### src/rtl/ifu_ifetch_pf_pkg.sv
// Shared constants and helpers for the IFU prefetch fetch stage.
// Widths follow the core's PC and instruction sizes.
package ifu_ifetch_pf_pkg;

   localparam int PC_SIZE         = 32;
   localparam int INSTR_SIZE      = 32;
   localparam int OTF_DEPTH_DFLT  = 2;
   localparam int IBUF_DEPTH_DFLT = 4;

   // RV32 fetch targets must be word aligned.
   function automatic logic pc_misaligned(input logic [1:0] pc_lsb);
      return pc_lsb != 2'b00;
   endfunction

endpackage

### src/rtl/ifu_ifetch_pf_ibuf.sv
// Instruction buffer: synchronous FIFO with a clear that empties it in one cycle.
// Clear has priority over a same-cycle push or pop.
module ifu_ibuf #(
   parameter int DW    = 8,
   parameter int DEPTH = 4
) (
   input  logic                         clk,
   input  logic                         rst_n,
   input  logic                         push_i,
   input  logic                         pop_i,
   input  logic                         clr_i,
   input  logic [DW-1:0]                wdata_i,
   output logic [DW-1:0]                rdata_o,
   output logic                         full_o,
   output logic                         empty_o,
   output logic [$clog2(DEPTH+1)-1:0]   cnt_o
);

   localparam int AW = (DEPTH > 1) ? $clog2(DEPTH) : 1;
   localparam int CW = $clog2(DEPTH+1);

   logic [DW-1:0] mem_q [DEPTH];
   logic [AW-1:0] wr_ptr_q, rd_ptr_q, wr_ptr_d, rd_ptr_d;
   logic [CW-1:0] cnt_q;

   assign wr_ptr_d = (wr_ptr_q == AW'(DEPTH-1)) ? '0 : wr_ptr_q + AW'(1);
   assign rd_ptr_d = (rd_ptr_q == AW'(DEPTH-1)) ? '0 : rd_ptr_q + AW'(1);

   always_ff @(posedge clk) begin
      if (!rst_n || clr_i) begin
         wr_ptr_q <= '0;
         rd_ptr_q <= '0;
         cnt_q    <= '0;
      end else begin
         if (push_i) wr_ptr_q <= wr_ptr_d;
         if (pop_i)  rd_ptr_q <= rd_ptr_d;
         cnt_q <= cnt_q + CW'(push_i) - CW'(pop_i);
      end
   end

   always_ff @(posedge clk) begin
      if (rst_n && push_i && !clr_i) mem_q[wr_ptr_q] <= wdata_i;
   end

   assign rdata_o = mem_q[rd_ptr_q];
   assign full_o  = (cnt_q == CW'(DEPTH));
   assign empty_o = (cnt_q == '0);
   assign cnt_o   = cnt_q;

endmodule

### src/rtl/ifu_ifetch_pf.sv
// IFU fetch stage: sequential prefetch with credit-limited outstanding requests,
// an instruction buffer, flush with in-flight drop, halt, and misaligned-target marker.
module ifu_ifetch_pf
   import ifu_ifetch_pf_pkg::*;
#(
   parameter int PC_W       = PC_SIZE,
   parameter int INSTR_W    = INSTR_SIZE,
   parameter int OTF_DEPTH  = OTF_DEPTH_DFLT,
   parameter int IBUF_DEPTH = IBUF_DEPTH_DFLT
) (
   input  logic               clk,
   input  logic               rst_n,
   input  logic [PC_W-1:0]    pc_rtvec,
   output logic               ifu_req_valid,
   input  logic               ifu_req_ready,
   output logic [PC_W-1:0]    ifu_req_pc,
   output logic               ifu_req_seq,
   output logic [PC_W-1:0]    ifu_req_last_pc,
   input  logic               ifu_rsp_valid,
   output logic               ifu_rsp_ready,
   input  logic               ifu_rsp_err,
   input  logic [INSTR_W-1:0] ifu_rsp_instr,
   output logic [INSTR_W-1:0] ifu_o_ir,
   output logic [PC_W-1:0]    ifu_o_pc,
   output logic               ifu_o_buserr,
   output logic               ifu_o_misalgn,
   output logic               ifu_o_valid,
   input  logic               ifu_o_ready,
   input  logic               pipe_flush_req,
   output logic               pipe_flush_ack,
   input  logic [PC_W-1:0]    pipe_flush_add_op1,
   input  logic [PC_W-1:0]    pipe_flush_add_op2,
   input  logic               ifu_halt_req,
   output logic               ifu_halt_ack
);

   localparam int CW = $clog2(OTF_DEPTH+1);
   localparam int BW = $clog2(IBUF_DEPTH+1);
   localparam int SW = BW + 1;
   localparam int EW = INSTR_W + PC_W + 2;

   logic              reset_flag_q, first_q, marker_done_q, halt_ack_q;
   logic [PC_W-1:0]   next_pc_q, last_pc_q, rsp_pc_q, flush_tgt;
   logic [CW-1:0]     otf_cnt_q, otf_cnt_d, drop_cnt_q, drop_cnt_d;
   logic [SW-1:0]     inflight;
   logic              room, misalgn, req_hsk, rsp_hsk, rsp_push, mis_push;
   logic              ib_push, ib_pop, ib_full, ib_empty;
   logic [BW-1:0]     ib_cnt;
   logic [EW-1:0]     ib_wdata, ib_rdata;

   assign flush_tgt = pipe_flush_add_op1 + pipe_flush_add_op2;
   assign misalgn   = pc_misaligned(next_pc_q[1:0]);

   // Credits: every outstanding request owns a buffer slot, so responses are never refused.
   assign inflight = SW'(otf_cnt_q) + SW'(ib_cnt);
   assign room     = (otf_cnt_q < CW'(OTF_DEPTH)) && (inflight < SW'(IBUF_DEPTH));

   assign ifu_req_valid   = ~reset_flag_q & ~ifu_halt_req & ~pipe_flush_req & ~misalgn & room;
   assign ifu_req_pc      = next_pc_q;
   assign ifu_req_seq     = ~first_q;
   assign ifu_req_last_pc = last_pc_q;
   assign ifu_rsp_ready   = ~reset_flag_q;
   assign pipe_flush_ack  = 1'b1;
   assign ifu_halt_ack    = halt_ack_q;

   assign req_hsk  = ifu_req_valid & ifu_req_ready;
   assign rsp_hsk  = ifu_rsp_valid & ifu_rsp_ready;
   assign rsp_push = rsp_hsk & (drop_cnt_q == '0) & ~pipe_flush_req;
   assign mis_push = misalgn & ~marker_done_q & ~reset_flag_q & ~pipe_flush_req
                   & (drop_cnt_q == '0) & (otf_cnt_q == '0) & ~ib_full;

   assign ib_push  = rsp_push | mis_push;
   assign ib_wdata = mis_push ? {{INSTR_W{1'b0}}, next_pc_q, 1'b0, 1'b1}
                              : {ifu_rsp_instr, rsp_pc_q, ifu_rsp_err, 1'b0};
   assign ib_pop   = ifu_o_valid & ifu_o_ready;

   always_comb begin
      otf_cnt_d  = otf_cnt_q + CW'(req_hsk) - CW'(rsp_hsk);
      drop_cnt_d = drop_cnt_q;
      if (pipe_flush_req)                    drop_cnt_d = otf_cnt_q - CW'(rsp_hsk);
      else if (rsp_hsk && drop_cnt_q != '0)  drop_cnt_d = drop_cnt_q - CW'(1);
   end

   always_ff @(posedge clk) begin
      if (!rst_n) begin
         reset_flag_q  <= 1'b1;
         first_q       <= 1'b1;
         marker_done_q <= 1'b0;
         halt_ack_q    <= 1'b0;
         next_pc_q     <= '0;
         last_pc_q     <= '0;
         rsp_pc_q      <= '0;
         otf_cnt_q     <= '0;
         drop_cnt_q    <= '0;
      end else begin
         reset_flag_q <= 1'b0;
         otf_cnt_q    <= otf_cnt_d;
         drop_cnt_q   <= drop_cnt_d;
         halt_ack_q   <= ifu_halt_req & (otf_cnt_q == '0) & (drop_cnt_q == '0);
         if (reset_flag_q || pipe_flush_req) begin
            next_pc_q     <= reset_flag_q ? pc_rtvec : flush_tgt;
            rsp_pc_q      <= reset_flag_q ? pc_rtvec : flush_tgt;
            first_q       <= 1'b1;
            marker_done_q <= 1'b0;
         end else begin
            if (req_hsk) begin
               next_pc_q <= next_pc_q + PC_W'(4);
               last_pc_q <= next_pc_q;
               first_q   <= 1'b0;
            end
            if (rsp_push) rsp_pc_q <= rsp_pc_q + PC_W'(4);
            if (mis_push) marker_done_q <= 1'b1;
         end
      end
   end

   ifu_ibuf #(.DW(EW), .DEPTH(IBUF_DEPTH)) u_ibuf (
      .clk     (clk),
      .rst_n   (rst_n),
      .push_i  (ib_push),
      .pop_i   (ib_pop),
      .clr_i   (pipe_flush_req),
      .wdata_i (ib_wdata),
      .rdata_o (ib_rdata),
      .full_o  (ib_full),
      .empty_o (ib_empty),
      .cnt_o   (ib_cnt)
   );

   assign ifu_o_valid   = ~ib_empty & ~pipe_flush_req;
   assign ifu_o_ir      = ib_empty ? '0 : ib_rdata[EW-1 -: INSTR_W];
   assign ifu_o_pc      = ib_empty ? '0 : ib_rdata[PC_W+1 -: PC_W];
   assign ifu_o_buserr  = ~ib_empty & ib_rdata[1];
   assign ifu_o_misalgn = ~ib_empty & ib_rdata[0];

endmodule

### config.mk
export PLATFORM = sky130hd
export DESIGN_NAME = ifu_ifetch_pf
export DESIGN_NICKNAME = d
export VERILOG_FILES = /design/src/rtl/ifu_ifetch_pf_pkg.sv /design/src/rtl/ifu_ifetch_pf_ibuf.sv /design/src/rtl/ifu_ifetch_pf.sv
export SDC_FILE = /design/constraint.sdc
export NUM_CORES = 1
export LEC_CHECK = 0
export ABC_AREA = 1
export CELL_PAD_IN_SITES_DETAIL_PLACEMENT = 1
export CELL_PAD_IN_SITES_GLOBAL_PLACEMENT = 2
export CORE_UTILIZATION = 33
export DETAILED_ROUTE_END_ITERATION = 6
export GPL_TIMING_DRIVEN = 1
export HOLD_SLACK_MARGIN = 0.1
export MAX_ROUTING_LAYER = met4
export PLACE_DENSITY_LB_ADDON = 0.12
export SLEW_MARGIN = 20
export SYNTH_ARGS = -nofsm -noshare
export SYNTH_HDL_FRONTEND = slang
export SYNTH_SLANG_ARGS = --single-unit
### constraint.sdc
create_clock -name clk -period 6.2 [get_ports clk]
set_input_delay 0.62 -clock clk [delete_from_list [all_inputs] [get_ports clk]]
set_output_delay 0.62 -clock clk [all_outputs]
set_load 0.03 [all_outputs]
## Word level (Yosys, flattened, before mapping)

Memory sizes are Yosys's and may differ from the RTL's. A register that Yosys moved wholly into a read port is not among the register bits.
Index checks and enable logic that the tools add are counted.

- Flip-flop bits (word level): 111
- RAM bits: 264
- Input port bits: 136
- Output and inout bits: 136
- Word-level logic and storage cells: 96
- Memories: 1

- Add/sub/neg operators: 12
- Order comparisons: 2
- Equal/unequal tests: 3
- Muxes and demuxes: 17
- Bitwise gates (word level): 31
- Reductions and logical operators: 18

Memories:

| name | words | width | read ports | clocked after memory_dff | wr ports | line | source |
|---|---|---|---|---|---|---|---|
| u_ibuf.mem_q | 4 | 66 | 1 | 1 | 1 | ifu_ifetch_pf_ibuf.sv:22 | `logic [DW-1:0] mem_q [DEPTH];` |

Operator list:

| kind | count |
|---|---|
| 32-bit two-way mux | 7 |
| 66-bit two-way mux | 1 |
| 32-bit by 3-bit adder with 32-bit output (second input constant) | 2 |
| 32-bit adder | 1 |
| 1-bit bitwise AND | 20 |
| 2-bit two-way mux | 6 |
| 1-bit NOT | 10 |
| 2-bit nonzero test | 5 |
| 2-bit by 1-bit adder with 2-bit output (second input constant) | 2 |
| 2-bit by 3-bit adder with 4-bit output | 1 |
| 2-bit equality test (second input constant) | 2 |
| 1-bit logical AND | 4 |
| 2-bit logical NOT | 2 |
| 4-bit by 3-bit less-than comparator with 1-bit output (second input constant) | 1 |
| 2-bit by 1-bit subtractor with 2-bit output | 2 |
| 3-bit by 1-bit adder with 3-bit output | 1 |
| 3-bit equality test (second input constant) | 1 |
| 3-bit logical NOT | 1 |
| 1-bit two-way mux | 3 |
| 3-bit by 1-bit subtractor with 3-bit output | 1 |
| 2-bit by 1-bit adder with 2-bit output | 1 |
| 1-bit logical NOT | 2 |
| 1-bit logical OR | 2 |
| 2-bit less-than comparator (second input constant) | 1 |
| 4 further kinds | 4 |

## Depth between registers and ports, before layout

- Depth after elaboration: 12
- Mapped depth: 16
- Depth with buffers taken out: 16

## Modules after synthesis

From an unflattened synthesis, not the netlist that was laid out.

- Cells, all modules: 2,496
- Area, all modules: 20,063.0 µm²

Modules (own cells, without submodules):

| module | times used | cells an instance | area each (µm²) | sequential area each (µm²) |
|---|---|---|---|---|
| ifu_ibuf | 1 | 832 | 10,829.1 | 8,107.8 |
| ifu_ifetch_pf | 1 | 1,664 | 9,233.9 | 2,042.0 |

## Worst setup path after synthesis

No wires, ideal clock.

- Path kind: input to register
- Start: in pipe_flush_req
- End: mem u_ibuf.mem_q[0][0] in the netlist's numbering (enable)
- Setup time: 0.490 ns
- Arrival time: 4.251 ns
- Data required time: 5.710 ns
- Path slack: 1.458 ns
- Stages: 7
- Path buffers: 0
- Cell sequence: nor2_4 inv_2 nor3_1 nand2_1 o21ai_2 nand2_1 nor2_1

- Word-level cells in the longest chain between the ends: 10
- Elaborated cells on any way between the ends: 12
- Those cells by class: mux: 2; bitwise: 7; reduce/logical: 3

RTL lines:

| element | line | source |
|---|---|---|
| start: declaration | ifu_ifetch_pf.sv:29 | `input logic pipe_flush_req,` |
| 1-bit NOT * | ifu_ifetch_pf.sv:68, ifu_ifetch_pf.sv:69 |  |
| 1-bit bitwise AND | ifu_ifetch_pf.sv:69 | `assign mis_push = misalgn & ~marker_done_q & ~reset_flag_q & ~pipe_flush_req` |
| 1-bit bitwise AND (3 in series) | ifu_ifetch_pf.sv:70 | `& (drop_cnt_q == '0) & (otf_cnt_q == '0) & ~ib_full;` |
| 1-bit bitwise OR * | ifu_ifetch_pf.sv:72 | `assign ib_push = rsp_push \| mis_push;` |
| via ib_push | ifu_ifetch_pf.sv:47 | `logic ib_push, ib_pop, ib_full, ib_empty;` |
| 1-bit logical AND * (2 in series) | ifu_ifetch_pf_ibuf.sv:42 | `if (rst_n && push_i && !clr_i) mem_q[wr_ptr_q] <= wdata_i;` |
| 1-bit two-way mux * | ifu_ifetch_pf_ibuf.sv:42 |  |
| 1-bit two-way mux (implied by the code) * | ifu_ifetch_pf_ibuf.sv:42 |  |
| end: declaration | ifu_ifetch_pf_ibuf.sv:22 |  |

Mark *: on every way through the listed nets, which the timed path passes. The rest lies on a longest branch.

==> impl_metrics.yaml <==
clocking:
  cts.sinks: 375
  cts_setup_buffers: 0
  ctsResizeCount: 0
  htree_levels: 2
  insertion_delay_ns: 0.58
  cts-root-buf: "clkbuf_16"
  cts_tree: "built"
  numCtsBuffers: 42
  clk_pin_slew_ns: 0.06
  clk_path_buf_depth: 3
  cts_hold_buf: 0
detailed_routing:
  via_per_inst: 4.991
  antenna_left: 0
  first_pass_iters: 5
  drtIter0Drc: 803
  wirelength_mm: 68.88
  vias: 16800
  wire_per_inst_um: 20.46
  drc: 0
worst_setup_path:
  reg2reg_depth: 10
  crit_buf_inv: 2
  r2r-end: "u_ibuf.mem_q[3][28]$_DFFE_PP_"
  cp_max_fo: 68
  cpMaxStageDelayCell: "dfxtp_4"
  endpoint_kind: "output port"
  cp.arrival_ns: 3.56
  cp_common_cell: "nor2_1"
  critPathMaxStageDelay_ns: 0.85
  r2r_start: "reset_flag_q$_DFF_P_"
  start_kind: "register"
  critical_path.top_delay_family: "buffers and inverters"
  crit_required_ns: 5.58
  reg2reg_slack_ns: 2.62
  worstPathCellList: "buf_4 > nor2_1 > nor2_1 > o21ai_0 > a21oi_1 > clkdlybuf4s50_1"
  path_class: "register to output port"
sta:
  setup_tns_ns: 0
  tightest_slew_ns: 1.042
  layout_worst_path_cycle_share_pct: 67.38
  max_freq_mhz: 239.4
  period_minus_slack_ns: 4.178
  final_max_slew_viol_count: 0
  skew_ns: 0.02486
  setup_viol: 0
  setup_slack_ns: 2.022
  rsz0062_at_grt: "false"
  maxSlewHeadroom_pct: 30.56
  timing_hold_violations_final: 0
power_and_ir_drop:
  peakVddDrop_mv: 0.1672
  p_sw_mw: 1.739
  leakage_nw: 9.541
  p_total_mw: 6.203
  seq_power_share_pct: 46.4
  p_int_mw: 4.464
  pwr-share-comb_pct: 14.8
  pwr-share-clk_pct: 38.8
  p_per_area_nw_per_um2: 257.9
  netSwitchingFraction_pct: 28.03
floorplanning:
  initial_core_util_pct: 33.38
  io_pins: 272
  fp.dieW_um: 243.6
  num_rows: 88
  die_h_um: 243.6
  die-area_um2: 59330
  core_um2: 57700
global_route:
  grt_pass1_vias: 17310
  grtUsageTotal_pct: 23.66
  grt_pass1_wl_mm: 103.4
  antenna_found_initial: 5
  overflow: 0
  grt_max_degree: 91
finish:
  final_nets: 2749
  final_common_cell: "nand2_1"
  area_delta_synth_final_pct: 24.89
  post-route-util_pct: 41.69
  stdcell_area_um2: 24050
  drive_gt1_share_pct: 5.002
  fill_cells: 6815
  final_cell_mix: "428 x nand2_1, 423 x nor2_1, 294 x o21ai_0"
placed_design:
  place_area_um2: 22710
  dpl_worst_slack_ns: 1.823
  place.gp.congestion: 0.8695
  dp_hpwl_mm: 49.54
  portBuffers: 270
worst_hold_path:
  hold_end: "ifu_req_last_pc[0]$_SDFFE_PN0P_"
  hold_path_depth: 2
  min-delay-start: "ifu_req_last_pc[0]$_SDFFE_PN0P_"
  worst_hold_path_type: "register to register"
synthesis:
  yosysWarnings: 0
  synth_cell_types: 52
  synth_cells: 2338
  syn_area_per_cell_um2: 8.237
  synth_seq_cells: 375
  synth_area_um2: 19260
  seq_area_frac_synth_pct: 52.70
  synth_fp_nets: 2521
flow_run:
  timing.max_cap.violations: 0
run_status:
  status: "finished, final reports clean"
## Yosys cell counts (all sizes together)
library cell / number / area share, %
nor2: 435 / 8.8
nand2: 434 / 8.5
o21ai: 302 / 7.9
edfxtp: 264 / 41
inv: 247 / 4.8
a21oi: 166 / 4.3
dfxtp: 111 / 12
nand3: 89 / 2.4
clkbuf: 77 / 1.5
ha: 45 / 2.9
xor2: 35 / 1.6
nor3: 31 / 0.94
buf: 29 / 0.74
a31oi: 15 / 0.49
nand4: 9 / 0.29
o21bai: 6 / 0.23
xnor2: 6 / 0.27
o211ai: 4 / 0.16
or2: 4 / 0.13
a221oi: 3 / 0.14
and2: 3 / 0.10
and3: 3 / 0.097
a211oi: 2 / 0.10
a21boi: 2 / 0.078
a21o: 2 / 0.078
fa: 2 / 0.21
nor4: 2 / 0.065
o211a: 2 / 0.10
o21a: 2 / 0.078
conb: 1 / 0.019
nand3b: 1 / 0.039
nor3b: 1 / 0.039
nor4b: 1 / 0.078
o221a: 1 / 0.058
o31ai: 1 / 0.039
## worst register-to-register path, stage by stage, from the launching register on
cell and delay, ns:
dfxtp_1 0.30, buf_4 0.20, nor2_4 0.09, buf_4 0.37, inv_2 0.32, nor3_1 0.31, nand2_2 0.09, o21ai_2 0.11
nand2_1 0.29, nor2_4 0.32, buf_4 0.77
## registers in the layout, indices dropped and copies added (netlist names), named ones only
register,cells
u_ibuf.mem_q,264
ifu_req_last_pc,32
ifu_req_pc,31
rsp_pc_q,31
u_ibuf.cnt_o,3
drop_cnt_q,2
otf_cnt_q,2
u_ibuf.rd_ptr_q,2
u_ibuf.wr_ptr_q,2
first_q,1
ifu_halt_ack,1
marker_done_q,1
reset_flag_q,1
## per-stage QoR
stage	instances	hold WS, ns
finish	3366	0.4477
global route	3365	0.4618
global placement	3287	0.4321
floorplan	2338	0.4360
detailed placement	3287	0.4360
CTS	3364	0.4471
## layout make-up
type | count | area (um^2) | area share [%]
flip-flops and latches | 375 | 10150 | 42.22
well taps | 765 | 957.2 | 3.980
diodes | 2 | 5.005 | 0.02081
clock inverters | 26 | 188.9 | 0.7855
repair buffers | 290 | 2885 | 12.00
inverters | 247 | 928.4 | 3.860
clock buffers | 51 | 1146 | 4.765
multi-input cells | 1610 | 7786 | 32.37
## layer usage
metal  global-route usage (%)  routed length, um  up-vias
met1                    28.92              30550     8193
met5                        -                  0        -
met2                    40.55              33790      322
li1                         -                  -     8193
met3                    3.767               2950       91
met4                    6.066               1600        0
## power groups by stage
| stage | Sequential, mW | Clock, mW | Combinational, mW |
|---|---|---|---|
| final | 2.88 | 2.41 | 0.917 |
| after global routing | 2.89 | 2.55 | 1.01 |
| after CTS | 2.88 | 2.46 | 0.930 |
| after detailed placement | 2.93 | 0 | 0.925 |
| after global placement | 2.93 | 0 | 0.908 |
| after floorplan | 2.93 | 0 | 0.475 |
## worst max-delay path by stage
stage                                    end  slack (ns)  cells past startpoint
2_1_floorplan   u_ibuf.mem_q[0][0]$_DFFE_PP_        1.46                      7
3_3_place_gp   u_ibuf.mem_q[3][25]$_DFFE_PP_        1.87                     10
3_5_place_dp   u_ibuf.mem_q[3][24]$_DFFE_PP_        1.82                     10
4_1_cts                         ifu_o_pc[19]        1.93                      6
5_1_grt                        ifu_o_misalgn        1.75                      6
6_report                       ifu_o_misalgn        2.02                      6
## cells by family after synthesis
family / after synthesis / share of synthesized area, %
flip-flops: 375 / 52.70
AND/OR/NAND/NOR: 1013 / 21.49
other: 1 / 0.01947
AO/OA/AOI/OAI: 508 / 13.73
adder cells (fa/ha/maj): 47 / 3.132
buffers and inverters: 353 / 7.062
XOR/XNOR: 41 / 1.865
No activity file was read; power rests on OpenSTA's default activity.
